$ cat config.mk
export PLATFORM = sky130hd
export DESIGN_NAME = vblank_update_arbiter_flat
export DESIGN_NICKNAME = d
export VERILOG_FILES = /design/src/rtl/vblank_update_arbiter_if.sv /design/src/rtl/vblank_update_arbiter.sv /design/src/flat_wrapper.sv
export SDC_FILE = /design/constraint.sdc
export NUM_CORES = 1
export LEC_CHECK = 0
export CORE_ASPECT_RATIO = 0.5
export CORE_MARGIN = 4
export CORE_UTILIZATION = 45
export CTS_CLUSTER_SIZE = 20
export DETAILED_ROUTE_END_ITERATION = 10
export GPL_TIMING_DRIVEN = 0
export PLACE_DENSITY = 0.82
export SYNTH_ARGS = -nofsm -noshare
export SYNTH_HDL_FRONTEND = slang
export SYNTH_SLANG_ARGS = --single-unit
$ cat constraint.sdc
create_clock -name clk -period 1.7 [get_ports clk]
set_input_delay 0.34 -clock clk [delete_from_list [all_inputs] [get_ports clk]]
set_output_delay 0.34 -clock clk [all_outputs]
set_load 0.05 [all_outputs]
$ cat src/rtl/vblank_update_arbiter_if.sv
// Bus bundle between the update requesters and the vblank update arbiter.
// Ports (signals):
//   vblnk        - vertical blanking flag (update window when high)
//   req          - per-requester level request, held until done
//   done         - per-requester one-cycle completion pulse
//   gnt          - one-hot (or zero) registered grant
//   busy         - high while any grant bit is high
//   frame_start  - one-cycle pulse after a vblnk rising edge
//   overrun      - one-cycle pulse, vblnk fell while a grant was held
//   timeout      - one-cycle pulse, grant revoked by the hold limit
//   frame_grants - grants issued since the last vblnk rising edge (saturating)
// master: requester side; slave: arbiter side.
interface vblank_update_arbiter_if #(
    parameter int unsigned N_REQ = 4
);
    logic             vblnk;
    logic [N_REQ-1:0] req;
    logic [N_REQ-1:0] done;
    logic [N_REQ-1:0] gnt;
    logic             busy;
    logic             frame_start;
    logic             overrun;
    logic             timeout;
    logic [7:0]       frame_grants;

    modport master (
        output vblnk, req, done,
        input  gnt, busy, frame_start, overrun, timeout, frame_grants
    );

    modport slave (
        input  vblnk, req, done,
        output gnt, busy, frame_start, overrun, timeout, frame_grants
    );
endinterface

$ cat src/rtl/vblank_update_arbiter.sv
// Round-robin arbiter that hands out exclusive update grants to N_REQ
// requesters during the vertical blanking window of a VGA pipeline.
// A grant lasts until the owner signals done, drops its request, or the
// hold limit MAX_HOLD expires. Every release is followed by one idle cycle.
// Ports:
//   clk - pixel clock, rising edge
//   rst - synchronous, active-high reset
//   bus - vblank_update_arbiter_if.slave (vblnk/req/done in; gnt, busy,
//         frame_start, overrun, timeout, frame_grants out)
module vblank_update_arbiter #(
    parameter int unsigned N_REQ    = 4,
    parameter int unsigned MAX_HOLD = 1024
) (
    input logic                    clk,
    input logic                    rst,
    vblank_update_arbiter_if.slave bus
);

    localparam int unsigned       PTR_W      = $clog2(N_REQ);
    localparam int unsigned       HOLD_W     = $clog2(MAX_HOLD);
    localparam logic [HOLD_W-1:0] HOLD_LAST  = HOLD_W'(MAX_HOLD - 1);
    localparam logic [PTR_W-1:0]  PTR_RESET  = PTR_W'(N_REQ - 1);
    localparam logic [7:0]        GRANTS_MAX = 8'd255;
    localparam logic [N_REQ-1:0]  ONE_HOT0   = N_REQ'(1);

    typedef enum logic {
        IDLE    = 1'b0,
        GRANTED = 1'b1
    } state_t;

    state_t            state_q, state_d;
    logic [N_REQ-1:0]  gnt_q, gnt_d;
    logic [PTR_W-1:0]  ptr_q, ptr_d;
    logic [HOLD_W-1:0] hold_q, hold_d;
    logic [7:0]        grants_q, grants_d;
    logic              vblnk_q;
    logic              frame_start_q, frame_start_d;
    logic              overrun_q, overrun_d;
    logic              timeout_q, timeout_d;

    logic              rise;
    logic              fall;
    logic              found;
    logic [PTR_W-1:0]  winner;
    logic              grant_issue;
    logic              rel_owner;
    logic              rel_hold;

    assign rise = bus.vblnk & ~vblnk_q;
    assign fall = ~bus.vblnk & vblnk_q;

    // In GRANTED, ptr_q holds the owner index, so only its done/req matter.
    assign rel_owner = bus.done[ptr_q] | ~bus.req[ptr_q];
    assign rel_hold  = (hold_q == HOLD_LAST);

    // Round-robin search starting one past the last winner.
    always_comb begin
        int unsigned      idx;
        logic [PTR_W-1:0] idx_p;
        found  = 1'b0;
        winner = ptr_q;
        idx    = 0;
        idx_p  = '0;
        for (int unsigned i = 1; i <= N_REQ; i++) begin
            idx   = (32'(ptr_q) + i) % N_REQ;
            idx_p = PTR_W'(idx);
            if (!found && bus.req[idx_p]) begin
                found  = 1'b1;
                winner = idx_p;
            end
        end
    end

    // Next-state, grant and pulse logic.
    always_comb begin
        state_d       = state_q;
        gnt_d         = gnt_q;
        ptr_d         = ptr_q;
        hold_d        = hold_q;
        grant_issue   = 1'b0;
        timeout_d     = 1'b0;
        overrun_d     = 1'b0;
        frame_start_d = rise;
        grants_d      = grants_q;

        unique case (state_q)
            IDLE: begin
                if (bus.vblnk && found) begin
                    grant_issue = 1'b1;
                    state_d     = GRANTED;
                    gnt_d       = ONE_HOT0 << winner;
                    ptr_d       = winner;
                    hold_d      = '0;
                end
            end
            GRANTED: begin
                hold_d    = hold_q + HOLD_W'(1);
                overrun_d = fall;
                if (rel_owner || rel_hold) begin
                    state_d   = IDLE;
                    gnt_d     = '0;
                    // Owner-driven release takes precedence over the hold limit.
                    timeout_d = rel_hold && !rel_owner;
                end
            end
            default: state_d = IDLE;
        endcase

        // Per-frame grant count; a grant coinciding with the window start counts as 1.
        if (rise) begin
            grants_d = grant_issue ? 8'd1 : 8'd0;
        end else if (grant_issue && (grants_q != GRANTS_MAX)) begin
            grants_d = grants_q + 8'd1;
        end
    end

    always_ff @(posedge clk) begin
        if (rst) begin
            state_q       <= IDLE;
            gnt_q         <= '0;
            ptr_q         <= PTR_RESET;
            hold_q        <= '0;
            grants_q      <= '0;
            vblnk_q       <= 1'b0;
            frame_start_q <= 1'b0;
            overrun_q     <= 1'b0;
            timeout_q     <= 1'b0;
        end else begin
            state_q       <= state_d;
            gnt_q         <= gnt_d;
            ptr_q         <= ptr_d;
            hold_q        <= hold_d;
            grants_q      <= grants_d;
            vblnk_q       <= bus.vblnk;
            frame_start_q <= frame_start_d;
            overrun_q     <= overrun_d;
            timeout_q     <= timeout_d;
        end
    end

    assign bus.gnt          = gnt_q;
    assign bus.busy         = |gnt_q;
    assign bus.frame_start  = frame_start_q;
    assign bus.overrun      = overrun_q;
    assign bus.timeout      = timeout_q;
    assign bus.frame_grants = grants_q;

endmodule

$ cat src/flat_wrapper.sv
// flat-port wrapper written by rule: the top's interface ports become plain ports
module vblank_update_arbiter_flat 
#(
    parameter int unsigned N_REQ    = 4,
    parameter int unsigned MAX_HOLD = 1024
)
  (clk, rst, bus_vblnk, bus_req, bus_done, bus_gnt, bus_busy, bus_frame_start, bus_overrun, bus_timeout, bus_frame_grants);
  vblank_update_arbiter_if #(.N_REQ(N_REQ)) bus_i ();
  input logic clk;
  input logic rst;
  input wire logic [$bits(bus_i.vblnk)-1:0] bus_vblnk;
  input wire logic [$bits(bus_i.req)-1:0] bus_req;
  input wire logic [$bits(bus_i.done)-1:0] bus_done;
  output wire logic [$bits(bus_i.gnt)-1:0] bus_gnt;
  output wire logic [$bits(bus_i.busy)-1:0] bus_busy;
  output wire logic [$bits(bus_i.frame_start)-1:0] bus_frame_start;
  output wire logic [$bits(bus_i.overrun)-1:0] bus_overrun;
  output wire logic [$bits(bus_i.timeout)-1:0] bus_timeout;
  output wire logic [$bits(bus_i.frame_grants)-1:0] bus_frame_grants;
  assign bus_i.vblnk = bus_vblnk;
  assign bus_i.req = bus_req;
  assign bus_i.done = bus_done;
  assign bus_gnt = bus_i.gnt;
  assign bus_busy = bus_i.busy;
  assign bus_frame_start = bus_i.frame_start;
  assign bus_overrun = bus_i.overrun;
  assign bus_timeout = bus_i.timeout;
  assign bus_frame_grants = bus_i.frame_grants;
  vblank_update_arbiter #(.N_REQ(N_REQ), .MAX_HOLD(MAX_HOLD)) u_core (.clk(clk), .rst(rst), .bus(bus_i));
endmodule
==> results by group <==
Run status
  – Status: complete, but fails checks
  – Violated checks: setup timing

Synthesis
  – Synth Flop Type: dfxtp_1
  – Post-synthesis sequential area ratio: roughly two fifths
  – Number of synthesized flops with an enable pin: 0
  – Synthesized area: between 1000 and 1500 um2
  – Avg Inst Size Synth: between 8 and 9 um2
  – Post-synthesis async set-or-reset flop share: 0%
  – Yosys cell types: 43
  – Post-synthesis register bit count: 29
  – Mapped Nets: approximately 180
  – Cells after Synth: around 170
  – Syn. warnings: 0

Drt
  – Routed wire length: around 3900 um
  – DR iter-0 viols: about 170
  – Routed len/inst: around 15 um
  – DR pass1 iterations: 4
  – Vias: 1492
  – # DRC: 0
  – Via/cell ratio: 5.92
  – Final ANT Viol Nets: 0

Critical path
  – Worst EP required: approximately 1.9 ns
  – Crit path cell chain: ha_4 > and3_4 > a311o_1 > buf_6 > or3_4 > a21oi_2
  – Worst r2r src: u_core.bus.frame_grants[0]
  – CP startpoint: u_core.bus.frame_grants[0]
  – Reg2reg setup slack: -0.03 ns
  – Worst setup EP type: flop
  – Cell family with most CP delay: compound AO/OA/AOI/OAI gates
  – CP Buf/Inv Count: 1
  – Reg2reg path depth: 6
  – Slowest stage cell on the critical path: a311o_1
  – CP max stage delay: 0.37 ns
  – Worst setup SP type: flop
  – Crit Path Category: flop to flop
  – Critical path arrival: 1.95 ns
  – Worst r2r dst: u_core.bus.frame_grants[3]
  – Worst Path Max Fanout: 5

Cells and area
  – Most frequent cells in the layout: dfxtp_1, dlygate4sd2_1, nand2_1
  – Fillcell total: 269
  – Antenna cells: 0
  – Commonest non-fill, non-tap cell in the layout: dfxtp_1
  – Fraction of layout cells with a size suffix above 1: between 20% and 30%
  – Area delta synth->final: 35.9%
  – Nets: ~220
  – Finished Layout Cells: 252
  – Post-route cell area: ~2000 um2

STA
  – # setup viols final: 3
  – Fmax: ~580 MHz
  – Final Hold Vio Count: 0
  – Fin crit period: about 1.7 ns
  – Final period util: 102%
  – Setup WS post-layout: -0.0323 ns
  – RSZ-0062 raised after global routing: yes
  – Rel. slew slack: approximately 64%
  – Worst-margin pin slew: between 0.5 and 0.6 ns
  – Fin Clk Skew: 0.00609 ns
  – Final Max Slew Viols: 0

Clock network
  – CTS tree: yes
  – CTS Sinks: 29
  – CTS root buffer: clkbuf_8
  – H-Tree Level Count: 2
  – Clk Latency, worst-skew pair: around 0.28 ns
  – # hold bufs at CTS: 0
  – Worst-case clock buffer depth: 2
  – TritonCTS buffer count: 5
  – Clk slew on worst S/H paths: 0.06 ns

Floorplan
  – Ports: 27
  – Die Ht: around 48 um
  – Std-Cell Core Area: slightly above 3000 um2
  – Die ar.: approximately 4200 um2
  – Starting Density: between 40% and 50%
  – Row cnt: 14
  – Die W: 88.2 um

Pwr
  – Peak VDD IR: approximately 0.00047 V
  – Clock network fraction of total power: between 30% and 40%
  – Final Power: approximately 1600 uW
  – Sequential Power Share: a little under half
  – Comb power frac: 18.6%
  – Sw power: 474 uW
  – Pint: between 1000 and 1500 uW
  – Leakage: about 0.00076 uW
  – Power Density: about 800 nW/um2
  – Sw Share: 30.2%

Global route
  – Most used routing layer: met2
  – Initial antenna violation count: 0
  – GRT met1 Usage: a little under a quarter
  – Vias in the first global route: roughly 1400
  – Grt ovf: 0
  – First-pass GRT wire length: roughly 6100 um
  – Tot GR Track Use: 18.7%
  – Largest net degree at the start of global routing: 11
  – Grt met2 use: between 30 and 40%
  – Grt met3 use: under 10%

Placement
  – Area after DPL: approximately 1800 um2
  – Cells after DPL: 236
  – DP Worst Slack: -0.603 ns
  – PortBufs: 25
  – GP Congestion: just under 0.8
  – DP HPWL: around 2500 um

Worst hold path
  – WHS Endpoint: u_core.bus.frame_start
  – WHS Path Cells: 1
  – Hold Crit Start: u_core.vblnk_q
  – HP Class: flop to flop

Flow run
  – Max-cap viol count: 0
synthesized netlist by cell type, drive strengths merged, types with 2 or more instances:
cell type	count	share of area [%]
nand3	11	3.8
and3	5	2.9
nand2b	6	2.6
o21a	3	1.6
a211oi	2	1.0
or2	2	0.86
inv	6	1.6
nor2b	4	1.7
nand2	14	3.6
o21ai	7	2.4
ha	2	1.7
o32ai	2	1.2
or4	5	2.6
dfxtp	29	40
or3	6	2.6
nor3	6	2.1
o211ai	5	2.6
o31ai	2	1.0
nand4	3	1.3
a32o	2	1.4
nor4	4	1.7
clkbuf	2	0.52
nor2	7	1.8
buf	5	1.9
a21oi	16	5.5
layer usage:
layer,wire length (um),vias to the layer above
li1,-,727
met1,1790,713
met2,1830,42
met3,196,10
met4,80,0
met5,0,-
worst max path at each step:
stage / cells after the start / slack [ns] / end
4_1_cts: 2 / -0.19 / bus_busy
2_1_floorplan: 6 / -0.13 / u_core.bus.frame_grants[7]
6_report: 6 / -0.03 / u_core.bus.frame_grants[3]
5_1_grt: 6 / -0.12 / u_core.bus.frame_grants[3]
3_5_place_dp: 6 / -0.60 / u_core.bus.gnt[3]
3_3_place_gp: 6 / -0.58 / u_core.bus.gnt[3]
through the flow:
step	TNS, ns	hold WS (ns)	utilization (%)
finish	-0.0654	0.446	64.5
global route	-0.426	0.476	64.5
CTS	-0.604	0.448	62.9
detailed placement	-11.72	0.435	58.2
global placement	-11.19	0.430	58.2
floorplan	-0.132	0.407	-
logic make-up (layout without fill, tap and decap cells):
kind of cell    Yosys count  after routing  share of synthesized area (%)
fa+ha+maj                 2              2                           1.73
compound gates           45             45                           20.2
flops                    29             29                           40.1
mux                       3              3                           3.02
xor+xnor                  2              2                           1.21
simple gates             77             77                           29.7
buf+inv                  13             54                           3.98
power groups by stage:
stage | clock (uW) | sequential (uW) | combinational [uW]
2_1_floorplan | 0 | 769 | 146
3_3_place_gp | 0 | 735 | 268
3_5_place_dp | 0 | 736 | 274
4_1_cts | 553 | 726 | 281
5_1_grt | 587 | 730 | 312
6_report | 551 | 727 | 292
state kept, by name, summed over array words and instances (netlist names):
name,cells
u_core.bus.gnt,4
u_core.bus.overrun,1
u_core.bus.timeout,1
u_core.state_q,1
u_core.hold_q,10
u_core.bus.frame_start,1
u_core.ptr_q,2
u_core.vblnk_q,1
u_core.bus.frame_grants,8
worst register-to-register path: stages (launching register included):
cell and delay [ns]:
dfxtp_4 0.36, ha_4 0.16, and3_4 0.17, a311o_1 0.37
buf_6 0.15, or3_4 0.32, a21oi_2 0.13
final cells by class:
| type | instances | area, um2 | share of cell area, % |
|---|---|---|---|
| buffer | 5 | 26.3 | 1.34 |
| clock buffer | 6 | 72.6 | 3.69 |
| clock inverter | 2 | 10.0 | 0.509 |
| inverter | 6 | 22.5 | 1.15 |
| multi-input combinational | 129 | 887 | 45.1 |
| sequential | 29 | 596 | 30.3 |
| tap | 40 | 50.0 | 2.54 |
| timing repair buffer | 35 | 303 | 15.4 |
repair_timing:
item	4_1_cts	5_1_grt
endpoints found under the setup margin	40	12
endpoints found under the hold margin	0	0
setup buffers	8	2
cloned	0	0
pin swaps	5	6
gates resized for setup	27	16
(Power assumes the default switching activity.)
